--- src/rtl/cb_pkg.sv ---
// Shared crossbar definitions: default bus widths, command encoding and the
// slave responder state type.
package cb_pkg;
   localparam int CB_ADDR_W = 11;
   localparam int CB_DATA_W = 11;

   localparam logic CMD_READ  = 1'b0;
   localparam logic CMD_WRITE = 1'b1;

   typedef enum logic [1:0] {IDLE, WAIT, ACK, RESP} cb_slv_state_t;
endpackage

--- src/rtl/cb_slave_mem.sv ---
// Register array behind a slave port: one write port, one registered read port.
// The read register is zero whenever no read is issued in the previous cycle.
module cb_slave_mem #(
   parameter int DEPTH  = 16,
   parameter int DATA_W = 11,
   parameter int IDX_W  = $clog2(DEPTH)
) (
   input  logic              clk,
   input  logic              reset,
   input  logic              we,
   input  logic [IDX_W-1:0]  waddr,
   input  logic [DATA_W-1:0] wdata,
   input  logic              re,
   input  logic [IDX_W-1:0]  raddr,
   output logic [DATA_W-1:0] rdata
);
   logic [DATA_W-1:0] mem [DEPTH];

   always_ff @(posedge clk or posedge reset) begin
      if (reset) begin
         for (int i = 0; i < DEPTH; i++) mem[i] <= '0;
      end else if (we) begin
         mem[waddr] <= wdata;
      end
   end

   always_ff @(posedge clk or posedge reset) begin
      if (reset) rdata <= '0;
      else       rdata <= re ? mem[raddr] : '0;
   end
endmodule

--- src/rtl/cb_slave_responder.sv ---
// Crossbar slave endpoint: samples a request, inserts wait_cfg wait states,
// pulses ack, then pulses resp with read data one cycle later.
module cb_slave_responder
   import cb_pkg::*;
#(
   parameter int ADDR_W     = CB_ADDR_W,
   parameter int DATA_W     = CB_DATA_W,
   parameter int MEM_DEPTH  = 16,
   parameter int MAX_WAIT_W = 4
) (
   input  logic                  clk,
   input  logic                  reset,
   input  logic [MAX_WAIT_W-1:0] wait_cfg,
   input  logic                  slave_req,
   input  logic [ADDR_W-1:0]     slave_addr,
   input  logic                  slave_cmd,
   input  logic [DATA_W-1:0]     slave_wdata,
   output logic                  slave_ack,
   output logic [DATA_W-1:0]     slave_rdata,
   output logic                  slave_resp,
   output logic                  busy
);
   localparam int IDX_W = $clog2(MEM_DEPTH);

   cb_slv_state_t         state;
   logic [MAX_WAIT_W-1:0] cnt;
   logic [IDX_W-1:0]      lat_idx;
   logic                  lat_cmd;
   logic [DATA_W-1:0]     lat_wdata;

   // Upper address bits alias onto the memory index.
   generate
      if (ADDR_W > IDX_W) begin : g_alias
         logic unused_addr_hi;
         assign unused_addr_hi = &{1'b0, slave_addr[ADDR_W-1:IDX_W]};
      end
   endgenerate

   always_ff @(posedge clk or posedge reset) begin
      if (reset) begin
         state      <= IDLE;
         cnt        <= '0;
         lat_idx    <= '0;
         lat_cmd    <= CMD_READ;
         lat_wdata  <= '0;
         slave_ack  <= 1'b0;
         slave_resp <= 1'b0;
         busy       <= 1'b0;
      end else begin
         slave_ack  <= 1'b0;
         slave_resp <= 1'b0;
         case (state)
            // RESP accepts a new request exactly like IDLE for back-to-back use.
            IDLE, RESP: begin
               if (slave_req) begin
                  lat_idx   <= slave_addr[IDX_W-1:0];
                  lat_cmd   <= slave_cmd;
                  lat_wdata <= slave_wdata;
                  busy      <= 1'b1;
                  if (wait_cfg != '0) begin
                     state <= WAIT;
                     cnt   <= wait_cfg;
                  end else begin
                     state     <= ACK;
                     slave_ack <= 1'b1;
                  end
               end else begin
                  state <= IDLE;
                  busy  <= 1'b0;
               end
            end
            WAIT: begin
               if (!slave_req) begin
                  state <= IDLE;
                  cnt   <= '0;
                  busy  <= 1'b0;
               end else if (cnt == MAX_WAIT_W'(1)) begin
                  state     <= ACK;
                  cnt       <= '0;
                  slave_ack <= 1'b1;
               end else begin
                  cnt <= cnt - 1'b1;
               end
            end
            ACK: begin
               state      <= RESP;
               slave_resp <= 1'b1;
            end
            default: begin
               state <= IDLE;
               busy  <= 1'b0;
            end
         endcase
      end
   end

   logic mem_we, mem_re;
   assign mem_we = (state == ACK) && (lat_cmd == CMD_WRITE);
   assign mem_re = (state == ACK) && (lat_cmd == CMD_READ);

   cb_slave_mem #(
      .DEPTH  (MEM_DEPTH),
      .DATA_W (DATA_W),
      .IDX_W  (IDX_W)
   ) u_mem (
      .clk   (clk),
      .reset (reset),
      .we    (mem_we),
      .waddr (lat_idx),
      .wdata (lat_wdata),
      .re    (mem_re),
      .raddr (lat_idx),
      .rdata (slave_rdata)
   );
endmodule

--- config.mk ---
export PLATFORM = sky130hd
export DESIGN_NAME = cb_slave_responder
export DESIGN_NICKNAME = d
export VERILOG_FILES = /design/src/rtl/cb_pkg.sv /design/src/rtl/cb_slave_mem.sv /design/src/rtl/cb_slave_responder.sv
export SDC_FILE = /design/constraint.sdc
export NUM_CORES = 1
export LEC_CHECK = 0
export BUFFER_PORTS_ARGS = -buffer_cell sky130_fd_sc_hd__buf_4
export CAP_MARGIN = 5
export CORE_ASPECT_RATIO = 0.5
export CORE_MARGIN = 2
export CORE_UTILIZATION = 50
export DETAILED_ROUTE_END_ITERATION = 12
export GPL_ROUTABILITY_DRIVEN = 0
export PLACE_DENSITY = 0.7
export SLEW_MARGIN = 10
export SYNTH_ARGS = -nofsm -noshare
export SYNTH_HDL_FRONTEND = slang
export SYNTH_SLANG_ARGS = --single-unit
export TNS_END_PERCENT = 20
--- constraint.sdc ---
create_clock -name clk -period 6.7 [get_ports clk]
set_input_delay 0.67 -clock clk [delete_from_list [all_inputs] [get_ports clk]]
set_output_delay 0.67 -clock clk [all_outputs]
set_load 0.1 [all_outputs]
==> results of run 1 <==
worst max-delay path, cell delays in order (launching register included):
cell,delay [ns]
dfrtp_2,0.36
buf_4,0.72
nand4_1,0.32
or3_1,0.71
mux2_2,0.39
worst max-delay path by stage:
stage / end / slack [ns] / depth (start not counted)
floorplan: busy / 0.24 / 1
global placement: u_mem.mem[132] / 4.06 / 4
detailed placement: u_mem.mem[132] / 4.03 / 4
CTS: u_mem.mem[132] / 4.02 / 4
global route: u_mem.mem[139] / 3.86 / 4
finish: u_mem.mem[132] / 4.06 / 4
placed cells by master, fill, tap and decap left out, types with 2 or more instances in the layout:
master	instances
buf_4	48
nand2_1	10
clkbuf_8	3
mux2_4	10
inv_1	30
o22ai_1	13
dfrtp_1	211
ha_1	5
o21ai_0	5
a22o_1	2
nor2_1	15
mux4_2	44
a221o_1	10
nand4_1	3
clkbuf_16	21
clkinv_2	3
nor3_1	2
mux2_2	183
or3_4	2
nand2b_1	8
clkbuf_1	6
nand3_1	2
nor2b_1	2
mux2i_1	2
metal layers:
layer  GRT usage  up-vias  part of all wire
met5           0        -                 0
met4      0.0497        0             0.015
met3      0.0370       25             0.047
met2       0.313      101              0.43
met1       0.317     2754              0.50
li1            -     2298                 -
area by class of cell:
type | count | area (um2) | share of cell area
Timing Repair Buffer | 48 | 360 | 0.0341
Inverter | 31 | 124 | 0.0117
Clock inverter | 4 | 45.0 | 0.00426
Multi-Input combinational cell | 329 | 3820 | 0.362
Tap cell | 259 | 324 | 0.0307
Clock buffer | 30 | 589 | 0.0558
Sequential cell | 212 | 5310 | 0.502
flip-flops by register name, indices dropped and copies added (netlist names):
signal       count
busy             1
cnt              4
lat_cmd          1
lat_idx          4
lat_wdata       11
slave_ack        1
slave_resp       1
state            2
u_mem.mem      176
u_mem.rdata     11
logic make-up after synthesis:
| kind of cell | share of synthesized area |
|---|---|
| adder cells (fa/ha/maj) | 0.00663 |
| AND/OR/NAND/NOR | 0.0265 |
| flip-flops | 0.562 |
| multiplexers | 0.341 |
| AO/OA/AOI/OAI | 0.0288 |
| buffers and inverters | 0.0351 |
power by group through the flow:
stage	clock network (mW)	logic, mW	registers (mW)
floorplan	0	1.04	1.91
global placement	0	1.19	2.01
detailed placement	0	1.22	2.04
CTS	1.14	1.22	2.02
global route	1.19	1.31	2.09
finish	1.11	1.21	2.02
per-stage QoR:
| step | area, um2 | hold slack [ns] | setup WS, ns | std cells | power, mW |
|---|---|---|---|---|---|
| global placement | 9940 | 0.482 | 4.06 | 879 | 3.20 |
| detailed placement | 9940 | 0.487 | 4.03 | 879 | 3.26 |
| CTS | 10600 | 0.394 | 4.02 | 913 | 4.38 |
| finish | 10600 | 0.390 | 4.06 | 913 | 4.34 |
| floorplan | 9440 | 0.474 | 0.236 | 615 | 2.95 |
| global route | 10600 | 0.394 | 3.86 | 913 | 4.59 |
==> metrics.txt, run 1 <==
Flop pwr share 0.466; Mapped Area 9440 um2; routed wire length 19400 um; critical path type flop to flop; top post-synthesis cells by area dfrtp_1 56%, mux2_2 22%, mux4_2 10%; Reg2Reg Depth 4; Die W 198 um; R2R Path Start lat_idx[0]; number of diodes 0; final core occ 0.573; Worst-path clk slew 0.06 ns; NetSw 1.37 mW; max cap viols 0; CP Launch Type flop; H-tree depth 1; area of the core 18400 um2; final critical-path required period 2.64 ns; total track usage 0.207; Starting Density 0.512; Clk pwr share 0.256; Worst-Skew Late Latency 0.49 ns; Post-synth EDFFs 0; port buffer count 36; Row Count 35; area of the die 20100 um2; DR iter-0 viols 271; DR WL/cell 21.2 um; number of synthesized register bits 212; Synth top cells by count 212 x dfrtp_1, 183 x mux2_2, 44 x mux4_2; Peak VDD IR 0.280 mV; clock skew 0.00959 ns; reg2reg setup slack 4.06 ns; P_int 2.98 mW; post-synth top area share 0.562; syn_nets 650; most instantiated library cell after synthesis dfrtp_1; post_cts resized 0; Post-CTS Repair Setup Buffers 0; initial antenna violation count 0; area leader, netlist dfrtp_1; total CTS buffers 20; worst slew pin tran 1.14 ns; CTS tree built; Post-Syn Area per Cell 15.4 um2; drt drc 0; setup TNS 0 ns; DRT Pass-1 Iters 4; sw frac 0.315; Ports 44; Routed Antenna Nets 0; crit path DAT 3.01 ns; pin count of the biggest net entering global routing 135; cts hold-fix bufs 0; Required @ worst endpoint 7.08 ns; first-pass GRT wire length 31200 um; vias per cell 5.67; DP HPWL 11500 um; combinational share of power 0.278; Top FF cell, synth dfrtp_1; RR Endpoint u_mem.mem[132]; Netlist cell types 33; clock sinks 212; P&R area growth vs syn 11.9%; asr flop ratio synth 1.00; P_leak 5.00 nW; total number of vias 5178; Final setup violation count 0; Max transition margin 0.234; status finished, final reports clean; RSZ-0062 raised after global routing no; Final Hold Viols 0; Hold Crit Class primary input to asynchronous set/reset pin; layout cells sized above 1 0.488; Filler Cell Count 1438; die span in y 101 um; CTS Buffer Depth 3; Ys Warns 0; vias in the first global route 5436; fmax 379 MHz; Synth Instances 615; register area share after synthesis 0.562; total grt overflow 0; final net count 677; Cell Pwr Density 411 nW/um2; Root Driver clkbuf_16; CP Capture Type flop; crit path max fanout 49; Final Cycle Share 0.394; Slew Limit Fails 0; Critical path origin lat_idx[0]
Note: power is estimated with default switching activity, not from simulation.
==> run 2: changes to the inputs <==
==> constraint.sdc (replaced) <==
create_clock -name clk -period 2.4 [get_ports clk]
set_input_delay 0.24 -clock clk [delete_from_list [all_inputs] [get_ports clk]]
set_output_delay 0.24 -clock clk [all_outputs]
set_load 0.1 [all_outputs]
==> run 2 against run 1 <==
Critical path depth up 2. Sequential power grew to 2.8 times the previous value. Sequential share of layout area down 1.7 points. Critical path type unchanged. Largest cell class unchanged.
==> metrics.txt, run 2 (synthesized netlist as in run 1, its figures left out) <==
Die W 198 um (unchanged); RSZ-0062 raised after global routing no (unchanged); fmax 455 MHz (was 379 MHz); DRT Pass-1 Iters 4 (unchanged); DP HPWL 12200 um (was 11500 um); Routed Antenna Nets 0 (unchanged); Max transition margin 0.583 (was 0.234); drt drc 0 (unchanged); final non-filler cell area 10900 um2 (was 10600 um2); Row Count 35 (unchanged); P_int 8.39 mW (was 2.98 mW); clock sinks 212 (unchanged); Final setup violation count 0 (unchanged); Post-CTS Repair Setup Buffers 0 (unchanged); CTS tree built (unchanged); H-tree depth 1 (unchanged); critical path type flop to flop (unchanged); max cap viols 0 (unchanged); combinational share of power 0.287 (was 0.278); Filler Cell Count 1407 (was 1438); Root Driver clkbuf_16 (unchanged); total track usage 0.206 (was 0.207); Final Cycle Share 0.915 (was 0.394); layout cells sized above 1 0.494 (was 0.488); setup ws final 0.205 ns (was 4.06 ns); register with the most flip-flops u_mem.mem (unchanged); die span in y 101 um (unchanged); routed wire length 19300 um (was 19400 um); Worst-Skew Late Latency 0.49 ns (about the same); worst slew pin tran 0.626 ns (was 1.14 ns); leading cell types in the layout, fill and taps excluded 211 x dfrtp_1, 183 x mux2_2, 65 x buf_4 (was 211 x dfrtp_1, 183 x mux2_2, 48 x buf_4); Peak VDD IR 0.640 mV (was 0.280 mV); most common cell after layout, fill and taps aside dfrtp_1 (unchanged); NetSw 3.87 mW (was 1.37 mW); port buffer count 36 (unchanged); Required @ worst endpoint 2.77 ns (was 7.08 ns); final core occ 0.593 (was 0.573); total number of vias 5354 (was 5178); total CTS buffers 20 (unchanged); first-pass GRT wire length 31300 um (was 31200 um); crit path max fanout 11 (was 49); area of the core 18400 um2 (unchanged); Placed Area 10100 um2 (was 9940 um2); largest registers u_mem.mem x176, lat_wdata x11, u_mem.rdata x11 (unchanged); vias in the first global route 5536 (was 5436); Place WS 0.218 ns (was 4.03 ns); Final Hold Viols 0 (unchanged); Multi-input gate area 3810 um2 (was 3820 um2); final net count 715 (was 677); Ports 44 (unchanged); hold_ws 0.0365 ns (was 0.390 ns); total grt overflow 0 (unchanged); P_leak 5.19 nW (was 5.00 nW); sw frac 0.316 (was 0.315); pin count of the biggest net entering global routing 104 (was 135); final critical-path required period 2.20 ns (was 2.64 ns); vias per cell 5.62 (was 5.67); Starting Density 0.512 (unchanged); DR iter-0 viols 348 (was 271); initial antenna violation count 0 (unchanged); P&R area growth vs syn 15.8% (was 11.9%); DR WL/cell 20.3 um (was 21.2 um); Worst-path clk slew 0.06 ns (about the same); Hold Crit Class primary input to flop (was primary input to asynchronous set/reset pin); CTS Buffer Depth 3 (unchanged); post_cts resized 0 (unchanged); CP Launch Type flop (unchanged); number of diodes 0 (unchanged); CP Capture Type flop (unchanged); cts hold-fix bufs 17 (was 0); Cell Pwr Density 1120 nW/um2 (was 411 nW/um2); area of the die 20100 um2 (unchanged); register area 5310 um2 (unchanged); Clk pwr share 0.249 (was 0.256); Flop pwr share 0.463 (was 0.466); clock skew 0.0119 ns (was 0.00959 ns); status finished, final reports clean (unchanged); Slew Limit Fails 0 (unchanged); setup TNS 0 ns (unchanged); max reg flops 176 (unchanged); crit path DAT 2.57 ns (was 3.01 ns)
==> run 2: cell count changes in the layout (fill, tap and decap cells not counted), sizes merged <==
| cell | before | now |
|---|---|---|
| clkinvlp | 0 | 1 |
| bufinv | 1 | 0 |
| dlygate4sd3 | 0 | 17 |
| clkinv | 3 | 4 |
| inv | 31 | 30 |
| buf | 48 | 69 |
| clkbuf | 30 | 31 |
==> run 2: per-layer routing <==
| metal | wire (um) | part of all wire | global-route usage |
|---|---|---|---|
| met1 | 9650 | 0.50 | 0.314 |
| met2 | 8490 | 0.44 | 0.315 |
| met3 | 844 | 0.044 | 0.0360 |
| met4 | 297 | 0.015 | 0.0434 |
| met5 | 0 | 0 | 0 |
==> run 2: through the flow <==
stage | cells | power, mW
6_report | 952 | 12.3
5_1_grt | 952 | 13.0
4_1_cts | 952 | 12.4
3_5_place_dp | 900 | 9.22
3_3_place_gp | 900 | 9.09
2_1_floorplan | 615 | 8.24
==> run 2: layout make-up <==
| type | instances | share of cell area |
|---|---|---|
| sequential | 212 | 0.485 |
| timing repair buffer | 86 | 0.0675 |
| clock inverter | 4 | 0.00183 |
| tap | 259 | 0.0296 |
| inverter | 31 | 0.0110 |
| clock buffer | 31 | 0.0561 |
| multi-input combinational | 329 | 0.349 |
==> run 2: worst paths after layout <==
check / startpoint / endpoint / slack, ns / cells after the start
max: state[0] / u_mem.mem[141] / 0.20 / 6
min: slave_req / busy / 0.04 / 2
max reg2reg: state[0] / u_mem.mem[141] / 0.20 / 6
min reg2reg: u_mem.mem[100] / u_mem.mem[100] / 0.50 / 1
max in group asynchronous: reset / u_mem.mem[100] / 1.44 / 4
min in group asynchronous: reset / u_mem.mem[172] / 0.45 / 4
==> run 2: critical path, stage by stage, from the launching register on <==
cell and delay, ns:
dfrtp_1 0.38, inv_1 0.09, ha_1 0.27, buf_4 0.16, nand4_1 0.17, or3_1 0.64, mux2_2 0.37
==> run 2: power by group through the flow <==
| stage | sequential (mW) | combinational [mW] | clock (mW) |
|---|---|---|---|
| after floorplan | 5.34 | 2.90 | 0 |
| after global placement | 5.64 | 3.44 | 0 |
| after detailed placement | 5.70 | 3.52 | 0 |
| after CTS | 5.66 | 3.56 | 3.14 |
| after global routing | 5.84 | 3.81 | 3.30 |
| final | 5.68 | 3.52 | 3.06 |
